$ cat config.mk
export PLATFORM = sky130hd
export DESIGN_NAME = stall_ctrl
export DESIGN_NICKNAME = d
export VERILOG_FILES = /design/src/rtl/pipe_defs.sv /design/src/rtl/div_seq.sv /design/src/rtl/stall_ctrl.sv
export SDC_FILE = /design/constraint.sdc
export NUM_CORES = 1
export LEC_CHECK = 0
export BUFFER_PORTS_ARGS = -buffer_cell sky130_fd_sc_hd__buf_4
export CORE_UTILIZATION = 47
export CTS_BUF_LIST = sky130_fd_sc_hd__clkbuf_16
export CTS_CLUSTER_DIAMETER = 50
export CTS_CLUSTER_SIZE = 8
export DETAILED_ROUTE_END_ITERATION = 12
export PLACE_DENSITY = 0.93
export SLEW_MARGIN = 15
export SYNTH_ARGS = -nofsm -noshare
export SYNTH_HDL_FRONTEND = slang
export SYNTH_SLANG_ARGS = --single-unit
$ cat constraint.sdc
create_clock -name clk -period 5.7 [get_ports clk]
set_input_delay 1.71 -clock clk [delete_from_list [all_inputs] [get_ports clk]]
set_output_delay 1.71 -clock clk [all_outputs]
set_load 0.02 [all_outputs]
$ cat src/rtl/pipe_defs.sv
// Shared pipeline-control definitions: stall bus layout, stall patterns and
// divider sequencer state encodings.
package pipe_defs;

    typedef logic [5:0] StallBus;

    localparam logic Stop   = 1'b1;
    localparam logic NoStop = 1'b0;

    localparam int STG_PC    = 0;
    localparam int STG_IFID  = 1;
    localparam int STG_IDEX  = 2;
    localparam int STG_EXMEM = 3;
    localparam int STG_WB    = 4;
    localparam int STG_RSVD  = 5;

    localparam StallBus STALL_NONE  = 6'b000000;
    localparam StallBus STALL_LDUSE = 6'b000111;
    localparam StallBus STALL_EXMC  = 6'b001111;

    localparam logic [1:0] IDLE = 2'd0;
    localparam logic [1:0] RUN  = 2'd1;
    localparam logic [1:0] DONE = 2'd2;

    // A source operand conflicts when it is actually read and names the register.
    function automatic logic reg_match(input logic use_src, input logic [4:0] src,
                                       input logic [4:0] dst);
        return use_src && (src == dst);
    endfunction

endpackage

$ cat src/rtl/div_seq.sv
// Iterative divider sequencer: IDLE -> RUN for DIV_CYCLES steps -> DONE pulse.
module div_seq
    import pipe_defs::*;
#(
    parameter int DIV_CYCLES = 32,
    parameter int CNT_W      = 6
) (
    input  logic clk,
    input  logic rst,
    input  logic start,
    output logic step,
    output logic done,
    output logic busy
);

    logic [1:0]       state;
    logic [CNT_W-1:0] cnt;

    // Starts seen in RUN or DONE are dropped: EX has already moved on.
    always_ff @(posedge clk) begin
        if (rst) begin
            state <= IDLE;
            cnt   <= '0;
        end else begin
            case (state)
                IDLE: if (start) begin
                    state <= RUN;
                    cnt   <= CNT_W'(DIV_CYCLES - 1);
                end
                RUN: begin
                    if (cnt == '0) state <= DONE;
                    else           cnt   <= cnt - CNT_W'(1);
                end
                DONE:    state <= IDLE;
                default: state <= IDLE;
            endcase
        end
    end

    assign step = (state == RUN);
    assign done = (state == DONE);
    assign busy = (state != IDLE);

endmodule

$ cat src/rtl/stall_ctrl.sv
// Pipeline stall arbiter: load-use hazard detection plus divider sequencing,
// producing one StallBus for all pipeline registers.
module stall_ctrl
    import pipe_defs::*;
#(
    parameter int DIV_CYCLES = 32,
    parameter int CNT_W      = 6
) (
    input  logic       clk,
    input  logic       rst,
    input  logic [4:0] id_rs,
    input  logic [4:0] id_rt,
    input  logic       id_use_rs,
    input  logic       id_use_rt,
    input  logic       ex_is_load,
    input  logic [4:0] ex_rf_waddr,
    input  logic       ex_div_start,
    output logic       div_step,
    output logic       div_done,
    output StallBus    stall,
    output logic       busy
);

    logic ld_hz;
    logic div_stall;

    div_seq #(
        .DIV_CYCLES(DIV_CYCLES),
        .CNT_W     (CNT_W)
    ) u_div_seq (
        .clk  (clk),
        .rst  (rst),
        .start(ex_div_start),
        .step (div_step),
        .done (div_done),
        .busy (busy)
    );

    assign ld_hz = ex_is_load && (ex_rf_waddr != 5'd0) &&
                   (reg_match(id_use_rs, id_rs, ex_rf_waddr) ||
                    reg_match(id_use_rt, id_rt, ex_rf_waddr));

    // Start cycle counts as stalled too; DONE releases so the divide retires.
    assign div_stall = (!busy && ex_div_start) || div_step;

    always_comb begin
        stall = STALL_NONE;
        if (div_stall)  stall = STALL_EXMC;
        else if (ld_hz) stall = STALL_LDUSE;
    end

endmodule

==> impl_metrics.py, run 1 <==
metrics = {
    "status": {
        "status": "completed",
    },
    "clocking": {
        "htree_levels": 1,
        "clock-sinks": 8,
        "postCtsResizedCells": 0,
        "clk_latency_ps": 230,
        "clk_pin_slew_worst_paths_ps": 30,
        "cts_hold_repair.buffers": 0,
        "cts_buffer_depth": 2,
        "numCtsBuffers": 3,
        "cts_tree": "done",
        "clockRootBuffer": "clkbuf_16",
        "cts_post_setup_buffers_inserted": 0,
    },
    "yosys": {
        "ys_top_cells_by_count": "9 x xor2_1, 8 x dfxtp_1, 6 x nor2_1",
        "ys.flop_type": "dfxtp_1",
        "ys_warn_count": 0,
        "yosysUniqueCellTypes": 28,
        "synth_seq_area_share": 0.263,
        "ys_top_cells_by_area": "dfxtp_1 26%, xor2_1 13%, buf_4 6.2%, xnor2_1 4.3%, ha_1 4.1%",
        "async_flop_share": 0,
        "netlist_area_sq_um": 609,
        "synth-seq-cells": 8,
        "synth-edff-count": 0,
        "synth_top_area_share": 0.263,
        "synthMostInstantiatedCell": "xor2_1",
        "syn_inst": 73,
        "syn_area_per_cell_sq_um": 8.35,
        "yosysTopAreaCell": "dfxtp_1",
    },
    "cells_and_area": {
        "fin_cells": 112,
        "diodes": 0,
        "fillers": 70,
        "nets": 123,
        "drive_gt1_frac": 0.367,
        "area.growth.synth_to_final_pct": 42.3,
        "stdcell_area_sq_um": 867,
        "final_util": 0.750,
    },
    "drt": {
        "drc": 0,
        "wirelength_um": 1460,
        "wl_met1_um": 614,
        "wl_met2_um": 741,
        "route.met3.wl_um": 88,
        "routed.top_layer": "met4",
        "vias_per_cell": 5.25,
        "drt_iter0_markers": 19,
        "wire_per_inst_um": 13.1,
        "ant_nets": 0,
        "num_vias": 588,
        "drtPass1Iterations": 4,
    },
    "power": {
        "p_leak_uw": 0.000394,
        "vdd_drop_max_v": 0.000252,
        "power.density_nw_per_um2": 307,
    },
    "sta": {
        "timing.final.crit_share": 0.819,
        "fmax_mhz": 214,
        "final-max-slew-violation-count": 0,
        "rsz0062_at_grt": "false",
        "final-setup-viol-count": 0,
        "hold_viol": 0,
        "skew_ps": 3.59,
        "final.setup.tns_ps": 0,
        "timing.final.crit_period_ps": 4670,
    },
    "floorplan": {
        "die_w_um": 38.0,
        "rows": 12,
        "die-area_sq_um": 1440,
        "core-area_sq_um": 1160,
        "die_height_um": 38.0,
        "start_util": 0.527,
        "pin_count": 30,
    },
    "setup_path": {
        "arrival_ps": 2960,
        "regToRegSetupSlack_ps": 4090,
        "setup.worst_path.end_class": "primary output",
        "cp.required_ps": 3990,
        "worstSetupPathType": "in2out",
        "critPathMaxFanout": 3,
        "cp-start-kind": "input port",
    },
    "global_routing": {
        "grt_pass1_wl_um": 2620,
        "grt_max_degree": 9,
        "grt_usage": 0.268,
        "first_global_vias": 583,
        "overflow": 0,
        "grt_antenna_before_repair": 0,
    },
    "placement": {
        "globalplace.congestion": 0.830,
        "place_area_sq_um": 792,
        "dp_hpwl_um": 1140,
        "port-buffer-count": 27,
        "dp.cells": 109,
    },
    "min_path": {
        "hold_path.class": "reg2reg",
    },
    "job": {
        "drv_cap": 0,
    },
}
## state kept, by name (all words and copies together), names as in the netlist
signal           count
u_div_seq.cnt        6
u_div_seq.state      2
## critical path, stage by stage
cell and delay, ps:
buf_4 130, xor2_1 160, nor4_1 310, and3_1 210, a31oi_1 40, o21ai_1 210
buf_4 180
## where the power goes
part	internal, uW	switching, uW	leakage, uW
clock	90.2	25.6	0.0000370
combinational	37.9	41.5	0.000291
sequential	63.4	7.31	0.0000664
total	191	74.4	0.000394
## cell families after synthesis
family / share of synthesized area
other cells: 0.00615
xor+xnor: 0.172
compound gates: 0.162
fa+ha+maj: 0.0411
buf+inv: 0.0986
simple gates: 0.257
flops: 0.263
## placed cells by master (no fill, tap or decap), types with 4 or more instances in the layout
master,count
dfxtp_1,8
nor2_1,6
nand2_1,4
xor2_1,9
inv_1,5
buf_4,27
a21oi_1,4
## final cells by class
cell class / count / area [sq um] / area share
flip-flops and latches: 8 / 160 / 0.185
clock buffers: 3 / 75.1 / 0.0866
multi-input cells: 55 / 393 / 0.453
inverters: 5 / 18.8 / 0.0216
well taps: 14 / 17.5 / 0.0202
repair buffers: 27 / 203 / 0.234
## metrics by stage
| step | total power [uW] | setup WS [ps] | hold slack [ps] |
|---|---|---|---|
| after CTS | 268 | 1020 | 514 |
| after floorplan | 125 | 1080 | 461 |
| after detailed placement | 149 | 1020 | 504 |
| after global placement | 146 | 1160 | 486 |
| final | 266 | 1030 | 511 |
| after global routing | 283 | 879 | 560 |
## layer usage
metal / GRT usage / vias to the layer above
met5: 0 / -
met4: 0.0804 / 0
met3: 0.105 / 4
met2: 0.448 / 20
met1: 0.313 / 273
li1: - / 291
## final timing paths
| path | from | end | cells after the start |
|---|---|---|---|
| worst min-delay path | u_div_seq.cnt[0] | u_div_seq.cnt[0] | 1 |
| worst min register to register | u_div_seq.cnt[0] | u_div_seq.cnt[0] | 1 |
| worst max-delay path | ex_rf_waddr[3] | stall[1] | 7 |
| worst max register to register | u_div_seq.cnt[0] | u_div_seq.cnt[5] | 7 |
(Power assumes the default switching activity.)
==> inputs of run 2 (changes only) <==
- ABC_AREA: not set -> 1
- CORE_ASPECT_RATIO: not set -> 1.1
- CORE_UTILIZATION: 47 -> 46
- PLACE_DENSITY: 0.93 -> 0.88
- clock period: 5.7 -> 4.7 ns (I/O delays scaled with it)
==> run 2 against run 1 <==
Sequential power rose by 22%. Cell area rose by 12%. Worst hold slack worse by 2.1 ps. Flip-flop and latch count unchanged.
==> impl_metrics.py, run 2 <==
metrics = {
    "placement": {
        "pre_cts_slack_ps": 933,
        "dp_hpwl_um": 1260,
        "port-buffer-count": 27,
        "globalplace.congestion": 0.745,
        "place_area_sq_um": 895,
    },
    "min_path": {
        "holdPathEnd": "u_div_seq.cnt[1]",
        "hold_start": "u_div_seq.cnt[1]",
        "hold_path.class": "reg2reg",
        "min_path_cells": 2,
    },
    "global_routing": {
        "grt_antenna_before_repair": 0,
        "overflow": 0,
        "grt_usage": 0.235,
        "grt_pass1_wl_um": 2720,
        "first_global_vias": 743,
        "grt_max_degree": 10,
    },
    "clocking": {
        "clockRootBuffer": "clkbuf_16",
        "htree_levels": 1,
        "clock-sinks": 8,
        "clk_latency_ps": 230,
        "cts_buffer_depth": 2,
        "cts_post_setup_buffers_inserted": 0,
        "cts_hold_repair.buffers": 0,
        "cts_tree": "done",
        "numCtsBuffers": 3,
        "postCtsResizedCells": 0,
        "clk_pin_slew_worst_paths_ps": 40,
    },
    "setup_path": {
        "cpLargestDelayFamily": "simple AND/OR/NAND/NOR gates",
        "cp.required_ps": 3290,
        "regToRegSetupSlack_ps": 3180,
        "cp_cell_sequence": "buf_4, inv_1, nor2_1, nor3b_1, nand3_1, nand2_1, nand2_1, nand2_1, buf_4",
        "worstSetupPathType": "in2out",
        "cp-start-kind": "input port",
        "path_buf_inv": 3,
        "arrival_ps": 2350,
        "setup.worst_path.end_class": "primary output",
        "slowest_stage": "nor3b_1",
        "path_common_cell": "nand2_1",
        "reg2regPathDepth": 9,
        "r2r_end": "u_div_seq.cnt[5]",
        "crit_path_max_incr_delay_ps": 220,
        "r2r-start": "u_div_seq.cnt[0]",
        "critPathMaxFanout": 4,
        "crit_start": "ex_rf_waddr[1]",
    },
    "drt": {
        "num_vias": 775,
        "wirelength_um": 1690,
        "drt_iter0_markers": 17,
        "drc": 0,
        "ant_nets": 0,
        "drtPass1Iterations": 4,
        "wire_per_inst_um": 10.9,
        "vias_per_cell": 5.00,
    },
    "cells_and_area": {
        "multiInputGateArea_sq_um": 433,
        "final_util": 0.692,
        "nets": 164,
        "stdcell_area_sq_um": 970,
        "seq_area_sq_um": 160,
        "drive_gt1_frac": 0.266,
        "final_cell_mix": "27 x buf_4, 21 x inv_1, 21 x nand2_1",
        "regMostFlops": "u_div_seq.cnt",
        "reg.largest.list": "u_div_seq.cnt (6), u_div_seq.state (2)",
        "largest_reg_flops": 6,
        "final_common_cell": "buf_4",
        "fillers": 128,
        "area.growth.synth_to_final_pct": 37.4,
        "diodes": 0,
    },
    "yosys": {
        "synth_seq_area_share": 0.227,
        "netlist_area_sq_um": 706,
        "yosysUniqueCellTypes": 21,
        "syn_area_per_cell_sq_um": 6.24,
        "synth-seq-cells": 8,
        "synth_top_area_share": 0.227,
        "yosysTopAreaCell": "dfxtp_1",
        "ys.flop_type": "dfxtp_1",
        "synth-edff-count": 0,
        "ys_top_cells_by_count": "21 x inv_1, 21 x nand2_1, 19 x nor2_1",
        "ys_warn_count": 0,
        "ys_top_cells_by_area": "dfxtp_1 23%, inv_1 11%, nand2_1 11%, nor2_1 10%, buf_4 5.3%",
        "async_flop_share": 0,
        "syn_inst": 113,
    },
    "sta": {
        "rsz0062_at_grt": "false",
        "timing.final.crit_share": 0.800,
        "skew_ps": 1.78,
        "final.setup.tns_ps": 0,
        "final-setup-viol-count": 0,
        "hold_viol": 0,
        "setup_ws_ps": 941,
        "final-max-slew-violation-count": 0,
        "timing.final.crit_period_ps": 3760,
        "fmax_mhz": 266,
    },
    "floorplan": {
        "core-area_sq_um": 1400,
        "die-area_sq_um": 1690,
        "rows": 14,
        "pin_count": 30,
        "die_w_um": 39.3,
        "die_height_um": 43.1,
        "start_util": 0.504,
    },
    "power": {
        "p_leak_uw": 0.000513,
        "vdd_drop_max_v": 0.000138,
        "power.density_nw_per_um2": 363,
    },
    "status": {
        "status": "completed",
    },
    "job": {
        "drv_cap": 0,
    },
}
-- run 2: kinds of logic after synthesis --
logic type	synth area share
buffers and inverters	0.165
AO/OA/AOI/OAI	0.103
XOR/XNOR	0.0372
flip-flops	0.227
AND/OR/NAND/NOR	0.427
other	0.00531
adder cells (fa/ha/maj)	0.0355
-- run 2: worst max-delay path by stage --
stage,endpoint,slack [ps],cells past startpoint
floorplan,stall[1],1030,8
global placement,stall[0],960,9
detailed placement,stall[1],930,9
CTS,stall[1],930,9
global route,stall[1],880,9
finish,stall[1],940,9
-- run 2: per-stage QoR --
stage | total power (uW) | instances | hold slack (ps)
5_1_grt | 370 | 155 | 547
3_5_place_dp | 207 | 152 | 501
2_1_floorplan | 172 | 114 | 470
6_report | 352 | 155 | 509
3_3_place_gp | 202 | 152 | 484
4_1_cts | 353 | 155 | 508
-- run 2: report_power, final --
group          switching (uW)  internal (uW)
registers                9.04           77.1
clock network            33.8            110
logic                    72.2           50.3
total                     115            237
-- run 2: cell type report --
class                   count  area share
multi-input cells          80       0.446
well taps                  16      0.0206
inverters                  21      0.0813
flip-flops and latches      8       0.165
repair buffers             27       0.209
clock buffers               3      0.0774
-- run 2: routing by layer --
layer / up-vias / share of wire / global-route usage
met2: 30 / 0.55 / 0.453
li1: 397 / - / -
met1: 344 / 0.38 / 0.215
met5: - / 0 / 0
met4: 0 / 0.015 / 0.124
met3: 4 / 0.053 / 0.0366
-- run 2: worst min-delay path, stage by stage, from the launching register on --
cell and delay [ps]:
dfxtp_1 310, inv_1 90, a21oi_1 70
